### src/rtl/definesPkg.sv
// Shared APB definitions: bus widths, default wait-state timeout and the
// master-side phase encoding.
package definesPkg;
    localparam int APB_ADDR_WIDTH      = 32;
    localparam int APB_DATA_WIDTH      = 32;
    localparam int APB_DEFAULT_TIMEOUT = 16;

    typedef enum logic [1:0] {APB_IDLE, APB_SETUP, APB_ACCESS} apb_state_e;
endpackage

### src/rtl/rr_arbiter.sv
// Round-robin arbiter: a rotating priority pointer selects the first active
// request at or after ptr; the pointer moves past the winner on advance.
module rr_arbiter #(
    parameter  int N  = 4,
    localparam int IW = (N > 1) ? $clog2(N) : 1
) (
    input  logic          clk_i,
    input  logic          rst_ni,
    input  logic [N-1:0]  req_i,
    input  logic          advance_i,
    output logic [N-1:0]  gnt_o,
    output logic [IW-1:0] idx_o
);
    logic [IW-1:0] ptr_q, ptr_d;
    logic [IW-1:0] cand;
    logic          found;
    int            sum;

    always_comb begin
        gnt_o = '0;
        idx_o = '0;
        found = 1'b0;
        cand  = '0;
        sum   = 0;
        for (int k = 0; k < N; k++) begin
            sum = int'(ptr_q) + k;
            if (sum >= N) sum = sum - N;
            cand = IW'(sum);
            if (!found && req_i[cand]) begin
                found       = 1'b1;
                gnt_o[cand] = 1'b1;
                idx_o       = cand;
            end
        end
    end

    always_comb begin
        ptr_d = ptr_q;
        if (advance_i && found)
            ptr_d = (idx_o == IW'(N - 1)) ? '0 : idx_o + 1'b1;
    end

    always_ff @(posedge clk_i or negedge rst_ni) begin
        if (!rst_ni) ptr_q <= '0;
        else         ptr_q <= ptr_d;
    end
endmodule

### src/rtl/apb_rr_master.sv
// APB3 master shared by NUM_REQ requesters: round-robin grant, SETUP/ACCESS
// sequencing with PREADY wait states, optional timeout, one-cycle responses.
module apb_rr_master
    import definesPkg::*;
#(
    parameter int NUM_REQ = 4,
    parameter int ADDR_W  = APB_ADDR_WIDTH,
    parameter int DATA_W  = APB_DATA_WIDTH,
    parameter int TIMEOUT = APB_DEFAULT_TIMEOUT
) (
    input  logic                      apbClk,
    input  logic                      rst,
    input  logic [NUM_REQ-1:0]        req_valid,
    input  logic [NUM_REQ-1:0]        req_write,
    input  logic [NUM_REQ*ADDR_W-1:0] req_addr,
    input  logic [NUM_REQ*DATA_W-1:0] req_wdata,
    output logic [NUM_REQ-1:0]        req_ready,
    output logic [NUM_REQ-1:0]        rsp_valid,
    output logic [DATA_W-1:0]         rsp_rdata,
    output logic                      rsp_err,
    output logic                      PSEL,
    output logic                      PENABLE,
    output logic                      PWRITE,
    output logic [ADDR_W-1:0]         PADDR,
    output logic [DATA_W-1:0]         PWDATA,
    input  logic [DATA_W-1:0]         PRDATA,
    input  logic                      PREADY
);
    localparam int IW     = (NUM_REQ > 1) ? $clog2(NUM_REQ) : 1;
    localparam int WCNT_W = (TIMEOUT > 0) ? $clog2(TIMEOUT + 1) : 1;

    apb_state_e          state_q, state_d;
    logic [WCNT_W-1:0]   wcnt_q, wcnt_d;
    logic [IW-1:0]       owner_q, owner_d;
    logic                psel_q, psel_d, penable_q, penable_d, pwrite_q, pwrite_d;
    logic [ADDR_W-1:0]   paddr_q, paddr_d;
    logic [DATA_W-1:0]   pwdata_q, pwdata_d;
    logic [NUM_REQ-1:0]  rsp_valid_q, rsp_valid_d;
    logic [DATA_W-1:0]   rsp_rdata_q, rsp_rdata_d;
    logic                rsp_err_q, rsp_err_d;

    logic                timeout_hit, xfer_done, accept, advance;
    logic [NUM_REQ-1:0]  gnt;
    logic [IW-1:0]       gidx;

    assign timeout_hit = (TIMEOUT != 0) && (state_q == APB_ACCESS) && !PREADY
                         && (wcnt_q == WCNT_W'(TIMEOUT - 1));
    assign xfer_done   = (state_q == APB_ACCESS) && (PREADY || timeout_hit);
    // Grants happen only when the bus is free or frees up on this edge.
    assign accept      = (state_q == APB_IDLE) || xfer_done;
    assign advance     = accept && (|req_valid);
    assign req_ready   = accept ? gnt : '0;

    rr_arbiter #(.N(NUM_REQ)) u_arb (
        .clk_i     (apbClk),
        .rst_ni    (rst),
        .req_i     (req_valid),
        .advance_i (advance),
        .gnt_o     (gnt),
        .idx_o     (gidx)
    );

    always_comb begin
        state_d     = state_q;
        wcnt_d      = wcnt_q;
        owner_d     = owner_q;
        pwrite_d    = pwrite_q;
        paddr_d     = paddr_q;
        pwdata_d    = pwdata_q;
        rsp_valid_d = '0;
        rsp_rdata_d = '0;
        rsp_err_d   = 1'b0;

        case (state_q)
            APB_IDLE:  state_d = APB_IDLE;
            APB_SETUP: state_d = APB_ACCESS;
            APB_ACCESS: begin
                if (xfer_done) begin
                    rsp_valid_d[owner_q] = 1'b1;
                    rsp_rdata_d          = pwrite_q ? '0 : PRDATA;
                    rsp_err_d            = timeout_hit;
                    state_d              = APB_IDLE;
                end else begin
                    wcnt_d = wcnt_q + 1'b1;
                end
            end
            default: state_d = APB_IDLE;
        endcase

        if (advance) begin
            state_d  = APB_SETUP;
            wcnt_d   = '0;
            owner_d  = gidx;
            pwrite_d = req_write[gidx];
            paddr_d  = req_addr[gidx*ADDR_W +: ADDR_W];
            pwdata_d = req_wdata[gidx*DATA_W +: DATA_W];
        end

        // Bus controls are registered from the next state to stay glitch-free.
        psel_d    = (state_d != APB_IDLE);
        penable_d = (state_d == APB_ACCESS);
    end

    always_ff @(posedge apbClk or negedge rst) begin
        if (!rst) begin
            state_q     <= APB_IDLE;
            wcnt_q      <= '0;
            owner_q     <= '0;
            psel_q      <= 1'b0;
            penable_q   <= 1'b0;
            pwrite_q    <= 1'b0;
            paddr_q     <= '0;
            pwdata_q    <= '0;
            rsp_valid_q <= '0;
            rsp_rdata_q <= '0;
            rsp_err_q   <= 1'b0;
        end else begin
            state_q     <= state_d;
            wcnt_q      <= wcnt_d;
            owner_q     <= owner_d;
            psel_q      <= psel_d;
            penable_q   <= penable_d;
            pwrite_q    <= pwrite_d;
            paddr_q     <= paddr_d;
            pwdata_q    <= pwdata_d;
            rsp_valid_q <= rsp_valid_d;
            rsp_rdata_q <= rsp_rdata_d;
            rsp_err_q   <= rsp_err_d;
        end
    end

    assign PSEL      = psel_q;
    assign PENABLE   = penable_q;
    assign PWRITE    = pwrite_q;
    assign PADDR     = paddr_q;
    assign PWDATA    = pwdata_q;
    assign rsp_valid = rsp_valid_q;
    assign rsp_rdata = rsp_rdata_q;
    assign rsp_err   = rsp_err_q;
endmodule

### config.mk
export PLATFORM = sky130hd
export DESIGN_NAME = apb_rr_master
export DESIGN_NICKNAME = d
export VERILOG_FILES = /design/src/rtl/definesPkg.sv /design/src/rtl/rr_arbiter.sv /design/src/rtl/apb_rr_master.sv
export SDC_FILE = /design/constraint.sdc
export NUM_CORES = 1
export LEC_CHECK = 0
export ABC_AREA = 1
export CAP_MARGIN = 20
export CORE_AREA = 2 2 159 161
export DETAILED_ROUTE_END_ITERATION = 10
export DIE_AREA = 0 0 161 163
export PLACE_DENSITY = 0.67
export SYNTH_ARGS = -nofsm -noshare
export SYNTH_HDL_FRONTEND = slang
export SYNTH_HIERARCHICAL = 1
export SYNTH_SLANG_ARGS = --single-unit
### constraint.sdc
create_clock -name apbClk -period 3.15 [get_ports apbClk]
set_input_delay 0.315 -clock apbClk [delete_from_list [all_inputs] [get_ports apbClk]]
set_output_delay 0.315 -clock apbClk [all_outputs]
set_load 0.02 [all_outputs]
==> summary.md <==
| Metric | Value |
|---|---|
| GR Overflow Total | `0` |
| Hold Fails Final Rpt | `0` |
| Tot Pwr | `between 15000 and 20000 uW` |
| # diodes | `0` |
| WHS Endpoint | `rsp_rdata[9]$_DFF_PN0_` |
| Post-synthesis register bit count | `about 120` |
| Synth top cells by count | `nand2_1, nor2_1, inv_1` |
| CTS tree | `done` |
| Total track usage | `0.201` |
| Syn_nets | `between 1500 and 2000` |
| Slowest cell on crit path | `dfrtp_2` |
| Largest family of logic cells by synthesized area | `simple AND/OR/NAND/NOR gates` |
| Number of synthesized flops with an enable pin | `0` |
| Share of layout cells above drive strength 1 | `0.0851` |
| R2R Path End | `PADDR[31]$_DFFE_PN0P_` |
| Fillers | `between 2000 and 2500` |
| I/O pin count | `about 410` |
| Synth Cell Area | `slightly below 0.008 mm2` |
| Remaining DRCs | `0` |
| Final setup fails | `0` |
| Latest clock arrival within the worst-skew pair | `between 0.4 and 0.5 ns` |
| Htree depth | `4` |
| Area delta synth->final | `63.6%` |
| Clk slew on worst S/H paths | `approximately 0.06 ns` |
| HPWL Detailed | `between 20000 and 25000 um` |
| Synth Area per Inst | `6.22 um2` |
| Hold Path Depth | `3` |
| Setup WS pre-CTS | `around 0.21 ns` |
| Setup WS post-layout | `approximately 0.28 ns` |
| CP max stage delay | `~0.36 ns` |
| Delay-heaviest family, CP | `buffers and inverters` |
| Post-Route Setup TNS | `0 ns` |
| Max IR drop VDD | `slightly above 600 uV` |
| Number of global-route vias before repair | `7946` |
| Total die area | `between 0.02 and 0.03 mm2` |
| Startpoint Class | `flop` |
| Die height | `about 160 um` |
| Synth Warn # | `6` |
| Leak pwr | `between 0.006 and 0.007 uW` |
| HP Start | `PRDATA[9]` |
| Adder-cell share of the synthesized area | `0.0176` |
| Fin Hold WS | `0.426 ns` |
| Synth Flop Type | `dfrtp_1` |
| Top-area cell type share of the netlist area | `0.367` |
| Post-Synth Simple-Gate Area | `0.467` |
| Post-synth top area cell | `dfrtp_1` |
| Initial antenna violation count | `0` |
| Nets | `between 1500 and 2000` |
| Initial Util | `0.318` |
| Pin count of the biggest net entering global routing | `65` |
| Max-cap viol count | `0` |
| XOR/XNOR Fraction of Synth Area | `0.00112` |
| Slew of the pin with the lowest slew margin | `0.957 ns` |
| Buffers added on ports | `a little over 400` |
| Initial DRC Count | `approximately 380` |
| Worst path most repeated cell | `inv_1` |
| Post-layout util | `0.520` |
| Synth Area in Compound Gates | `0.0166` |
| Critical Path RT | `between 2 and 3 ns` |
| Cell with the most instances after synthesis | `nand2_1` |
| Post-synth cell types | `31` |
| Pre-antenna DRT Iters | `5` |
| Deepest clock path buffer count | `2` |
| CTS Buf Count | `17` |
| FF-to-FF path depth | `16` |
| Flop-to-flop setup slack | `a little over 0.3 ns` |
| Crit-path max FO | `10` |
| Cells after Synth | `around 1300` |
| Post-DRT Antenna Nets | `0` |
| Cells along the critical path | `inv_2 -> ha_1 -> inv_1 -> nand3_2 -> nand2_4 -> nor2_1 -> inv_1 -> o21ai_0 -> a21oi_1 -> o21ai_0 -> inv_1 -> nor2_1 -> dlygate4sd2_1` |
| WL/cell | `around 14 um` |
| Routed WL | `between 20000 and 30000 um` |
| Clk sinks | `about 120` |
| Clk_skew | `about 0.011 ns` |
| Cell area power density | `approximately 1200 mW/mm2` |
| Multiplexer area fraction after synthesis | `0` |
| Synth area leaders | `dfrtp_1, nand2_1, nor2_1` |
| Buf+Inv Stages, Crit Path | `5` |
| Final Cycle Share | `0.912` |
| RSZ-0062 raised after global routing | `false` |
| Crit path capture type | `output pin` |
| Clk root buf | `clkbuf_16` |
| Rows | `58` |
| Placeable Area | `around 0.025 mm2` |
| Via count | `8538` |
| DR vias/cell | `around 4.3` |
| Final Slew Violations | `0` |
| Sequential share of the synthesized area | `0.367` |
| Rel. slew slack | `0.361` |
| Worst Path Arrival | `2.56 ns` |
| Worst min-delay path category | `in2reg` |
| Ys async rst share | `1.00` |
| Final Wtd Congestion | `roughly 0.9` |
| Kind of critical path | `reg2out` |
| Status | `finished clean` |
| Die X | `~160 um` |
| Minimum clock period | `about 2.9 ns` |
| First-pass GRT wire length | `between 40000 and 50000 um` |
| FMAX | `between 0.3 and 0.4 GHz` |
## per-stage QoR
step                      std cells  cell area, um2
after floorplan                1261            7840
after global placement         1952           12200
after detailed placement       1952           12200
after CTS                      1985           12800
after global routing           1986           12800
final                          1986           12800
## cell type report
type | count | area, um2 | share of cell area
clock inverters | 12 | 156 | 0.0122
flip-flops and latches | 115 | 2880 | 0.225
inverters | 172 | 651 | 0.0508
multi-input cells | 909 | 3950 | 0.308
clock buffers | 20 | 447 | 0.0348
well taps | 330 | 413 | 0.0322
repair buffers | 428 | 4320 | 0.337
## worst reg2reg max path, stage by stage, from the launching register on
cell and delay (ns):
dfrtp_2 0.41, inv_2 0.15, ha_1 0.30, inv_1 0.10
nand3_2 0.10, nand2_4 0.10, inv_1 0.05, nor2_2 0.11
nand4_1 0.22, nand2_8 0.38, buf_12 0.31, nor2_1 0.08
nor2_1 0.08, nand2_1 0.11, nand2_1 0.10, nand2_1 0.06
nand2_1 0.08
## layer usage
layer	GRT usage	wire length, um
met5	0	0
met4	0.0718	720
met3	0.0433	1630
met2	0.354	13500
met1	0.243	11300
## cells by family after synthesis
| logic type | Yosys count |
|---|---|
| AOI/OAI and AO/OA | 19 |
| xor gates and xnor gates | 1 |
| adders and majority gates | 11 |
| buffers and inverters | 237 |
| DFF | 115 |
| and+or+nand+nor | 878 |
## placed cells by master, fill, tap and decap left out, drive strengths merged
cell type / count
a31o: 1
o21ai: 8
a21oi: 6
clkinv: 4
clkbuf: 20
xor2: 1
or2: 65
nor3: 4
dfrtp: 115
inv: 173
and3: 1
nand3: 84
o22ai: 2
buf: 22
ha: 11
nand4: 2
dlygate4sd3: 1
clkinvlp: 4
o221ai: 1
nor3b: 1
nor2: 176
dlygate4sd2: 4
a22oi: 1
bufinv: 3
clkdlybuf4s50: 401
nand2: 545
## worst max-delay path by stage
| stage | start | end | slack (ns) | depth (start not counted) |
|---|---|---|---|---|
| 2_1_floorplan | u_arb/ptr_q[1]$_DFFE_PN0P_ | PADDR[20]$_DFFE_PN0P_ | 0.71 | 16 |
| 3_3_place_gp | flop | req_ready[2] | 0.24 | 13 |
| 3_5_place_dp | flop | PADDR[31]$_DFFE_PN0P_ | 0.21 | 16 |
| 4_1_cts | flop | req_ready[2] | 0.17 | 13 |
| 5_1_grt | flop | PADDR[31]$_DFFE_PN0P_ | 0.09 | 16 |
| 6_report | flop | req_ready[2] | 0.28 | 13 |
## sequential cells by signal (all words and copies together) (netlist names), named ones only
register and cells:
state_q 2, PSEL 1, rsp_rdata 32, owner_q 2
PWRITE 1, PWDATA 32, PENABLE 1, rsp_err 1
u_arb/ptr_q 1, rsp_valid 4, PADDR 32, wcnt_q 5
## where the power goes
part           switching, uW  internal [uW]
registers                275           2060
clock network            733           1270
logic                   6670           4390
## repair_timing
item                                    4_1_cts  5_1_grt
hold buffers                                  1        0
hold endpoints to repair                     39        0
pin swaps                                     0        0
setup buffers                                 0        1
endpoints found under the setup margin        4        6
gates resized for setup                       5        0
Power figures use the tool's default switching activity.
